`src/rtl/uart_tx_multi.sv`:
```
// Multi-character UART transmitter: sends a NUM_BYTES-wide word as consecutive
// 8N1/8P1/8N2/8P2 characters, least significant byte first, with optional parity.
// Latency: the start bit begins on the edge that samples wr; o_done pulses
// NUM_BYTES*(10+PARITY_EN+STOP_BITS-1)*CLKS_PER_BIT clocks after that edge.
// Backpressure: wr is accepted only while idle (o_busy=0); writes during a frame are dropped.
//
// Ports:
//   clk     system clock, rising edge
//   rst_n   asynchronous active-low reset
//   i_data  parallel word, latched on an accepted write
//   wr      one-cycle write strobe
//   o_busy  high from the accept edge until the frame completes
//   o_done  one-cycle pulse on frame completion (same edge o_busy falls)
//   s_out   serial line, idles high
module uart_tx_multi #(
  parameter int CLKS_PER_BIT = 5,
  parameter int NUM_BYTES    = 2,
  parameter int PARITY_EN    = 0,
  parameter int PARITY_ODD   = 0,
  parameter int STOP_BITS    = 1
) (
  input  logic                   clk,
  input  logic                   rst_n,
  input  logic [8*NUM_BYTES-1:0] i_data,
  input  logic                   wr,
  output logic                   o_busy,
  output logic                   o_done,
  output logic                   s_out
);

  localparam int IDXW = (NUM_BYTES > 1) ? $clog2(NUM_BYTES) : 1;
  localparam logic [7:0]      CNT_LAST  = 8'(CLKS_PER_BIT - 1);
  localparam logic [2:0]      STOP_LAST = 3'(STOP_BITS - 1);
  localparam logic [IDXW-1:0] IDX_LAST  = IDXW'(NUM_BYTES - 1);

  typedef enum logic [2:0] {
    S_IDLE   = 3'd0,
    S_START  = 3'd1,
    S_DATA   = 3'd2,
    S_PARITY = 3'd3,
    S_STOP   = 3'd4
  } state_t;

  state_t                   state_q, state_d;
  logic [7:0]               clk_cnt_q, clk_cnt_d;
  logic [2:0]               bit_cnt_q, bit_cnt_d;
  logic [IDXW-1:0]          byte_idx_q, byte_idx_d;
  logic [8*NUM_BYTES-1:0]   shreg_q, shreg_d;
  logic                     s_out_q, s_out_d;
  logic                     busy_q, busy_d;
  logic                     done_q, done_d;

  logic [7:0] cur_byte;
  logic       bit_last;
  logic       parity_bit;

  // Byte currently on the wire; the latched word is never shifted, only indexed.
  always_comb begin
    cur_byte = 8'h00;
    for (int i = 0; i < NUM_BYTES; i++) begin
      if (byte_idx_q == IDXW'(i)) cur_byte = shreg_q[8*i +: 8];
    end
  end

  assign bit_last   = (clk_cnt_q == CNT_LAST);
  assign parity_bit = (^cur_byte) ^ (PARITY_ODD != 0);

  // State and counter registers
  always_ff @(posedge clk or negedge rst_n) begin
    if (!rst_n) begin
      state_q    <= S_IDLE;
      clk_cnt_q  <= 8'd0;
      bit_cnt_q  <= 3'd0;
      byte_idx_q <= '0;
      shreg_q    <= '0;
      s_out_q    <= 1'b1;
      busy_q     <= 1'b0;
      done_q     <= 1'b0;
    end else begin
      state_q    <= state_d;
      clk_cnt_q  <= clk_cnt_d;
      bit_cnt_q  <= bit_cnt_d;
      byte_idx_q <= byte_idx_d;
      shreg_q    <= shreg_d;
      s_out_q    <= s_out_d;
      busy_q     <= busy_d;
      done_q     <= done_d;
    end
  end

  // Next-state and counter logic. bit_cnt indexes data bits in DATA and
  // counts stop bits in STOP, so the clock counter never exceeds one bit time.
  always_comb begin
    state_d    = state_q;
    clk_cnt_d  = clk_cnt_q;
    bit_cnt_d  = bit_cnt_q;
    byte_idx_d = byte_idx_q;
    shreg_d    = shreg_q;
    if (state_q == S_IDLE) begin
      if (wr) begin
        state_d    = S_START;
        shreg_d    = i_data;
        byte_idx_d = '0;
        clk_cnt_d  = 8'd0;
        bit_cnt_d  = 3'd0;
      end
    end else if (!bit_last) begin
      clk_cnt_d = clk_cnt_q + 8'd1;
    end else begin
      clk_cnt_d = 8'd0;
      unique case (state_q)
        S_START: begin
          state_d   = S_DATA;
          bit_cnt_d = 3'd0;
        end
        S_DATA: begin
          if (bit_cnt_q == 3'd7) begin
            state_d   = (PARITY_EN != 0) ? S_PARITY : S_STOP;
            bit_cnt_d = 3'd0;
          end else begin
            bit_cnt_d = bit_cnt_q + 3'd1;
          end
        end
        S_PARITY: begin
          state_d   = S_STOP;
          bit_cnt_d = 3'd0;
        end
        S_STOP: begin
          if (bit_cnt_q == STOP_LAST) begin
            bit_cnt_d = 3'd0;
            if (byte_idx_q == IDX_LAST) begin
              state_d = S_IDLE;
            end else begin
              state_d    = S_START;
              byte_idx_d = byte_idx_q + IDXW'(1);
            end
          end else begin
            bit_cnt_d = bit_cnt_q + 3'd1;
          end
        end
        default: state_d = S_IDLE;
      endcase
    end
  end

  // Registered outputs are computed from the state being entered, so the
  // line changes on the same edge as the state transition.
  always_comb begin
    busy_d = (state_d != S_IDLE);
    done_d = (state_q == S_STOP) && (state_d == S_IDLE);
    unique case (state_d)
      S_START:  s_out_d = 1'b0;
      S_DATA:   s_out_d = cur_byte[bit_cnt_d];
      S_PARITY: s_out_d = parity_bit;
      default:  s_out_d = 1'b1;
    endcase
  end

  assign s_out  = s_out_q;
  assign o_busy = busy_q;
  assign o_done = done_q;

endmodule

```
`config.mk`:
```
export PLATFORM = sky130hd
export DESIGN_NAME = uart_tx_multi
export DESIGN_NICKNAME = d
export VERILOG_FILES = /design/src/rtl/uart_tx_multi.sv
export SDC_FILE = /design/constraint.sdc
export NUM_CORES = 1
export LEC_CHECK = 0
export CAP_MARGIN = 20
export CORE_MARGIN = 5
export CORE_UTILIZATION = 40
export DETAILED_ROUTE_END_ITERATION = 10
export MAX_ROUTING_LAYER = met4
export PLACE_DENSITY = 0.66
export RECOVER_POWER = 25
export SKIP_CTS_REPAIR_TIMING = 1
export SYNTH_ARGS = -nofsm -noshare
export SYNTH_HDL_FRONTEND = slang
export SYNTH_SLANG_ARGS = --single-unit
export TNS_END_PERCENT = 1
```
`constraint.sdc`:
```
create_clock -name clk -period 6.6 [get_ports clk]
set_input_delay 0.66 -clock clk [delete_from_list [all_inputs] [get_ports clk]]
set_output_delay 0.66 -clock clk [all_outputs]
set_load 0.02 [all_outputs]
```
=== Yosys cells after proc, flatten, opt, wreduce, memory -nomap -nowiden ===
Cells that the tools add are included.

* Mux-type cells: 26
* Add/sub/neg operators: 3
* Eq/ne operators: 10
* Reductions and logical operators: 12
* $lt $le $gt $ge: 1

{| class="wikitable"
|+ Operators by type and width
! operator !! number
|-
| $mux 8 || 4
|-
| $mux 3 || 10
|-
| $eq 3x2->1 const B || 4
|-
| $pmux 3 s4 || 1
|-
| $logic_not 3->1 || 3
|-
| $pmux 3 s3 || 1
|-
| $add 8x1->8 const B || 1
|-
| $eq 8x3->1 const B || 1
|-
| $mux 1 || 8
|-
| $reduce_xor 8->1 || 1
|-
| $eq 3x1->1 const B || 2
|-
| $eq 3x3->1 const B || 2
|-
| $reduce_bool 2->1 || 3
|-
| $lt 3x4->1 const B || 1
|-
| $reduce_and 4->1 || 1
|-
| $add 3x1->3 const B || 1
|-
| $bmux 1 s3 || 1
|-
| $pmux 1 s3 || 1
|-
| $reduce_bool 3->1 || 1
|-
| $ne 2x2->1 const B || 1
|-
| $reduce_and 2->1 || 1
|-
| $reduce_or 2->1 || 1
|-
| $add 1x1->1 const B || 1
|-
| $logic_and 1x1->1 || 1
|}

* Register bits after elaboration: 34
* Input bits: 19

=== Logic depth before layout (Yosys ltp) ===
Gate-level depths: netlist of the first run.

* Depth in word-level cells: 8
* Gate-level depth with buffers: 10

=== Worst setup path after synthesis of the first run ===
OpenSTA, ideal clock, no wires.

* Path type: in2reg
* From: input wr
* To: register s_out_q, in the netlist s_out
* Setup time: 0.086 ns
* Cell stages on the path: 8
* Data arrival time: 2.190 ns
* Buffers on the path: 1
* Setup slack: 4.323 ns
* Cell sequence: or4b_1 -> buf_2 -> o41ai_2 -> a31oi_2 -> a21oi_4 -> mux4_1 -> a32oi_1 -> a31oi_1

* Cells in the longest elaborated chain, start to end: 5

{| class="wikitable"
|+ RTL lines
! element !! RTL line !! text
|-
| start: declaration || 25 || <nowiki>input logic wr,</nowiki>
|-
| $mux 3 || 100 || <nowiki>if (wr) begin</nowiki>
|-
| $mux 3 || 99 || <nowiki>if (state_q == S_IDLE) begin</nowiki>
|-
| $bmux 1 s3 || 153 || <nowiki>S_DATA: s_out_d = cur_byte[bit_cnt_d];</nowiki>
|-
| $mux 1 (not written as such) || 153 ||
|-
| $pmux 1 s3 (*) || 151 || <nowiki>unique case (state_d)</nowiki>
|-
| net s_out_d || 49 || <nowiki>logic s_out_q, s_out_d;</nowiki>
|-
| end signal: assignment || 85 || <nowiki>s_out_q <= s_out_d;</nowiki>
|-
| end: declaration || 49 ||
|}

Mark *: on every way through the listed nets, which the timed path passes. The rest lies on a longest branch. The select of a mux whose other input is x is not followed.
A chain may end at the register's enable or synchronous reset.

=== Final worst setup path of the first run ===
Same ends and word-level chain as after synthesis.

==> summary.txt, run 1 <==
Timing
  – Fmax: 334 MHz
  – RSZ-0062 raised after global routing: false
  – Tmin final: roughly 3000 ps
  – Least-Margin Pin Slew: 1810 ps
  – Slew margin rel.: -20.4%
  – # setup viols final: 0
  – Worst clock skew: 2.52 ps
  – Final period utilization: 45.4%
  – Final worst slack: 3600 ps
  – Setup_tns: 0 ps
  – Fin. Hold Viols: 0
  – Final max-slew violation count: 35

Synthesis
  – Post-synthesis mux area share: 14.7%
  – Post-Syn Instances: 177
  – Post-Synth Simple-Gate Area: around 14%
  – Synth warnings: 0
  – Synthesized flop and latch total: 34
  – Synth Area in Compound Gates: 14.5%
  – EDFF count, synth: 0
  – Main synth FF type: dfrtp_1
  – Net Count, Synth: 201
  – Main combinational cell family by area after synthesis: multiplexers
  – Avg Cell Area, Syn: 11.0 sq um
  – Synth Area in XOR/XNOR: 5.87%
  – Post-Synthesis Cell Area: 1940 sq um
  – Sequential area share after synthesis: 43.9%
  – Distinct cell type count after synthesis: 43
  – Post-Synth Adder-Cell Area: around 3.2%
  – Asr flop ratio synth: 100%

Place
  – Setup slack at placement: 3300 ps
  – Area after DPL: around 2200 sq um
  – RePlAce Congestion: 0.897
  – DP HPWL: 2.60 mm
  – Buffers added on ports: 21

Cells and area
  – Final net count: approximately 220
  – Share of cells above drive strength 1: 17.9%
  – Seq. cell area: 852 sq um
  – Area Growth Syn to Fin: 19.5%
  – Ant diodes: 0
  – Multi-input gate area: between 1000 and 1500 sq um
  – Final Util: between 40% and 50%
  – Most common cell after layout, fill and taps aside: dfrtp_1
  – Filler instances: 424
  – Cell area after layout: 2320 sq um
  – Most frequent cells in the layout: dfrtp_1, clkdlybuf4s50_1, mux2_2, o21ai_0

Routing
  – Vias: 1380
  – Final ANT Viol Nets: 0
  – DRC Markers: 0
  – Final WL: ~3.6 mm
  – DR vias/cell: approximately 5.1
  – Pre-antenna DRT Iters: 4
  – 1st-iter DRT viols: 94
  – WL/cell: 13.3 microns

Global routing
  – Initial antenna violation count: 0
  – GRT Util Overall: approximately 13%
  – Via count of the first global-routing pass: 1330
  – Global-route congestion overflow total: 0
  – Largest net degree at the start of global routing: 35
  – Global-route wire length before repair: 6.29 mm

Pwr
  – PwrDens: roughly 190 nW/um^2
  – Peak supply drop: 114 uV
  – Pleak: slightly above 1 nW

Critical path
  – Worst Path Arrival: 3200 ps
  – R2R Setup Slk: 3890 ps
  – CP Class: primary input to flip-flop
  – Crit. End Element: flip-flop
  – Worst path cell trace: clkdlybuf4s50_1, or4b_1, o41ai_2, a31oi_2, a21oi_4, mux4_1, a32oi_1, a31oi_1
  – R2r startpoint: state_q[0]
  – Slowest stage delay, CP: 820 ps
  – Worst path slowest cell: or4b_1
  – Crit Path Max Fanout: 18
  – WP data required: between 6000 and 7000 ps
  – Worst R2R Path Depth: 7
  – Launch point of the worst path: wr
  – Startpoint types: primary input
  – Reg2reg end: s_out

Clock network
  – CTS Sinks: 34
  – Skew-Pair Late Insertion Delay: 280 ps
  – CTS tree: yes
  – Clock Pin Slew Worst Setup and Hold Paths: 70 ps
  – Root buf cell: clkbuf_8
  – Total CTS buffers: 5
  – CTS H-Tree Depth: 2
  – Buffer depth of the longest clock path: 2

Min path
  – HP Start: clk_cnt_q[7]
  – Worst Hold Depth: 1
  – Min-delay worst type: flip-flop to flip-flop
  – WHS Endpoint: clk_cnt_q[7]

Die
  – Die height: 79.6 microns
  – Die X: roughly 80 microns
  – Full die area: 6340 sq um
  – Core ar.: 4720 sq um
  – Initial core utilization: 41.1%
  – IO Pins: 22
  – FP Rows: 25

Flow run
  – MaxCap Viol Count: 1

Run status
  – Failing checks: capacitance limit, slew limit
  – Outcome: finished with violations
-- metal layers --
layer  vias up  global-route usage (%)  wire [microns]  part of all wire, %
li1        680                       -               -                    -
met1       667                    17.1            1700                   48
met2        25                    19.0            1640                   46
met3         8                    2.82             130                  3.7
met4         0                    6.19              89                  2.5
met5         -                       -               0                    0
-- how the worst max path moves through the flow --
stage	end	slack, ps
after floorplan	s_out	4320
after global placement	s_out	3400
after detailed placement	s_out	3300
after CTS	s_out	3580
after global routing	s_out	3430
final	s_out	3600
-- kinds of logic (layout without fill, tap and decap cells) --
| logic type | count (synthesis) | in the layout |
|---|---|---|
| simple gates | 50 | 50 |
| compound gates | 39 | 39 |
| flops | 34 | 34 |
| mux | 20 | 20 |
| buf+inv | 16 | 40 |
| xor+xnor | 13 | 13 |
| fa+ha+maj | 5 | 5 |
-- metrics by stage --
step / hold slack [ps] / power [W] / std cells
after detailed placement: 483 / 0.000256 / 259
final: 497 / 0.000436 / 268
after floorplan: 364 / 0.000237 / 177
after global placement: 486 / 0.000255 / 259
after CTS: 495 / 0.000443 / 267
after global routing: 520 / 0.000453 / 268
-- Yosys cell counts (3+ instances only) --
library cell / instances / area share [%]
clkbuf_1: 3 / 0.58
dfrtp_1: 33 / 43
nand2_1: 11 / 2.1
nor2_1: 11 / 2.1
inv_1: 9 / 1.7
ha_1: 5 / 3.2
xnor2_1: 8 / 3.6
nand3b_1: 3 / 1.2
a31oi_1: 3 / 0.97
nor3_1: 3 / 0.77
mux4_1: 4 / 5.4
nand2b_1: 4 / 1.3
buf_2: 3 / 0.77
nand3_1: 5 / 1.3
mux2_2: 16 / 9.3
nor2b_1: 3 / 0.97
xor2_1: 5 / 2.3
o21ai_0: 13 / 3.4
a21oi_1: 7 / 1.8
-- area by class of cell --
class                   instances  share of cell area, %
multi-input cells             127                   44.0
flip-flops and latches         34                   36.8
repair buffers                 23                   9.45
well taps                      67                   3.62
clock buffers                   5                   2.97
clock inverters                 3                   1.73
inverters                       9                   1.46
-- flip-flops by register name, summed over array words and instances (netlist names) --
signal / count
s_out: 1
o_done: 1
state_q: 3
bit_cnt_q: 3
shreg_q: 16
byte_idx_q: 1
clk_cnt_q: 8
o_busy: 1
-- report_power, final --
part / switching [W] / internal [W] / total (W)
Combinational: 0.0000120 / 0.0000208 / 0.0000328
Clock: 0.0000741 / 0.000111 / 0.000185
Sequential: 0.00000467 / 0.000213 / 0.000218
-- critical path, delay by kind of cell --
kind            cells  cell delay [ps]
compound gates      5              870
simple gates        1              820
buf+inv             1              530
mux                 1              320
Note: power is estimated with default switching activity, not from simulation.
==> inputs of run 2 (changes only) <==
--- a/config.mk
+++ b/config.mk
@@ -10,7 +10,7 @@
 export CORE_UTILIZATION = 40
 export DETAILED_ROUTE_END_ITERATION = 10
 export MAX_ROUTING_LAYER = met4
-export PLACE_DENSITY = 0.66
+export PLACE_DENSITY = 0.68
 export RECOVER_POWER = 25
 export SKIP_CTS_REPAIR_TIMING = 1
 export SYNTH_ARGS = -nofsm -noshare
==> constraint.sdc (replaced) <==
create_clock -name clk -period 2.5 [get_ports clk]
set_input_delay 0.25 -clock clk [delete_from_list [all_inputs] [get_ports clk]]
set_output_delay 0.25 -clock clk [all_outputs]
set_load 0.02 [all_outputs]
==> run 2 against run 1 <==
The run still ends with capacitance limit, slew limit left. Die area unchanged. Critical path depth down 1. Cell count grew 2.6%. Clock power rose to 2.7 times the previous value. Largest power group unchanged.
==> summary.txt, run 2 (synthesized netlist as in run 1, its figures left out) <==
Run status
  – Outcome: finished with violations
  – Failing checks: capacitance limit, slew limit

Cells and area
  – Ant diodes: 0
  – Final Util: between 50 and 60%
  – Largest reg by FF count: shreg_q
  – Final net count: 231
  – Flip-flop count of the largest register after layout: 16
  – Non-filler cells, final: 275
  – Area Growth Syn to Fin: 22.9%
  – Most frequent cells in the layout: dfrtp_1, clkdlybuf4s50_1, mux2_2, o21ai_0
  – Top flop regs: shreg_q x16, clk_cnt_q x8
  – Share of cells above drive strength 1: 20.7%
  – Most common cell after layout, fill and taps aside: dfrtp_1

Critical path
  – Worst path slowest cell: or4_4
  – Crit path max-delay family: compound AO/OA/AOI/OAI gates
  – Worst path cell trace: or4_4, o41ai_4, a31oi_2, a21oi_4, mux4_1, a32oi_1, a31oi_1
  – Crit Path Max Fanout: 5
  – Crit. End Element: flip-flop
  – CP Buf/Inv Count: 0
  – WP data required: 2710 ps
  – Worst Path Arrival: 2580 ps
  – Slowest stage delay, CP: 590 ps
  – Startpoint types: flip-flop
  – CP Class: flip-flop to flip-flop

Timing
  – RSZ-0062 raised after global routing: false
  – Slew margin rel.: -18.5%
  – Final period utilization: 94.9%
  – Setup_tns: 0 ps
  – Worst clock skew: around 3.4 ps
  – Fin. Hold Viols: 0
  – Tmin final: 2370 ps
  – Final max-slew violation count: 35
  – Final worst slack: roughly 130 ps
  – Least-Margin Pin Slew: 1780 ps
  – # setup viols final: 0
  – Fmax: 422 MHz

Die
  – Die X: roughly 80 microns
  – IO Pins: 22
  – Core ar.: 4720 sq um
  – Die height: 79.6 microns
  – FP Rows: 25
  – Initial core utilization: between 40% and 50%
  – Full die area: 6340 sq um

Routing
  – 1st-iter DRT viols: 79
  – Vias: 1390
  – DRC Markers: 0
  – WL/cell: between 10 and 15 microns
  – Final ANT Viol Nets: 0
  – Final WL: around 3.6 mm
  – DR vias/cell: approximately 5
  – Pre-antenna DRT Iters: 4

Pwr
  – PwrDens: 485 nW/um^2
  – Pleak: 1.07 nW
  – Tot Pwr: between 0.001 and 0.0015 W
  – Peak supply drop: 326 uV

Global routing
  – Via count of the first global-routing pass: between 1000 and 1500
  – Largest net degree at the start of global routing: 35
  – Initial antenna violation count: 0
  – GRT Util Overall: 13.0%
  – Global-route congestion overflow total: 0
  – Global-route wire length before repair: between 6 and 7 mm

Min path
  – Min-delay worst type: flip-flop to flip-flop

Place
  – DP HPWL: 2.63 mm
  – RePlAce Congestion: 0.838
  – Placed Cells incl. Taps: 265
  – Setup slack at placement: 76.3 ps
  – Buffers added on ports: 21

Clock network
  – CTS Sinks: 34
  – Buffer depth of the longest clock path: 2
  – CTS tree: yes
  – Skew-Pair Late Insertion Delay: 290 ps
  – Root buf cell: clkbuf_8
  – Total CTS buffers: 5
  – Clock Pin Slew Worst Setup and Hold Paths: 70 ps
  – CTS H-Tree Depth: 2

Flow run
  – MaxCap Viol Count: 1
==> run 2: cell types whose count changed in the layout (fill, tap and decap cells not counted), sizes merged <==
cell,previous run,this run
buf,1,8
==> run 2: where the power goes <==
part,internal [W],switching (W)
Sequential,0.000563,0.0000121
Combinational,0.0000550,0.0000303
Clock,0.000293,0.000202
==> run 2: final timing paths <==
check	start	endpoint	slack, ps	depth (start not counted)
worst max-delay path	clk_cnt_q[5]	s_out	130	7
worst min-delay path	clk_cnt_q[7]	clk_cnt_q[7]	490	1
worst max register to register	clk_cnt_q[5]	s_out	130	7
worst min register to register	clk_cnt_q[7]	clk_cnt_q[7]	490	1
max in group asynchronous	rst_n	bit_cnt_q[1]	500	2
min in group asynchronous	rst_n	clk_cnt_q[2]	980	2
==> run 2: layout make-up <==
| type | instances | area [sq um] |
|---|---|---|
| inverter | 9 | 33.8 |
| tap | 67 | 83.8 |
| clock inverter | 3 | 40.0 |
| timing repair buffer | 30 | 274 |
| multi-input combinational | 127 | 1030 |
| sequential | 34 | 852 |
| fill | 437 | 2340 |
| clock buffer | 5 | 68.8 |
==> run 2: routing by layer <==
metal	GRT usage [%]	part of all wire (%)	vias up
met5	-	0	-
met3	2.14	4.1	11
met2	18.8	44	27
li1	-	-	700
met1	17.3	48	652
met4	7.73	3.8	0
==> run 2: through the flow <==
step,area (sq um),hold slack (ps)
3_5_place_dp,2250,485
5_1_grt,2380,522
4_1_cts,2360,379
2_1_floorplan,1940,-45.6
3_3_place_gp,2250,480
6_report,2380,490
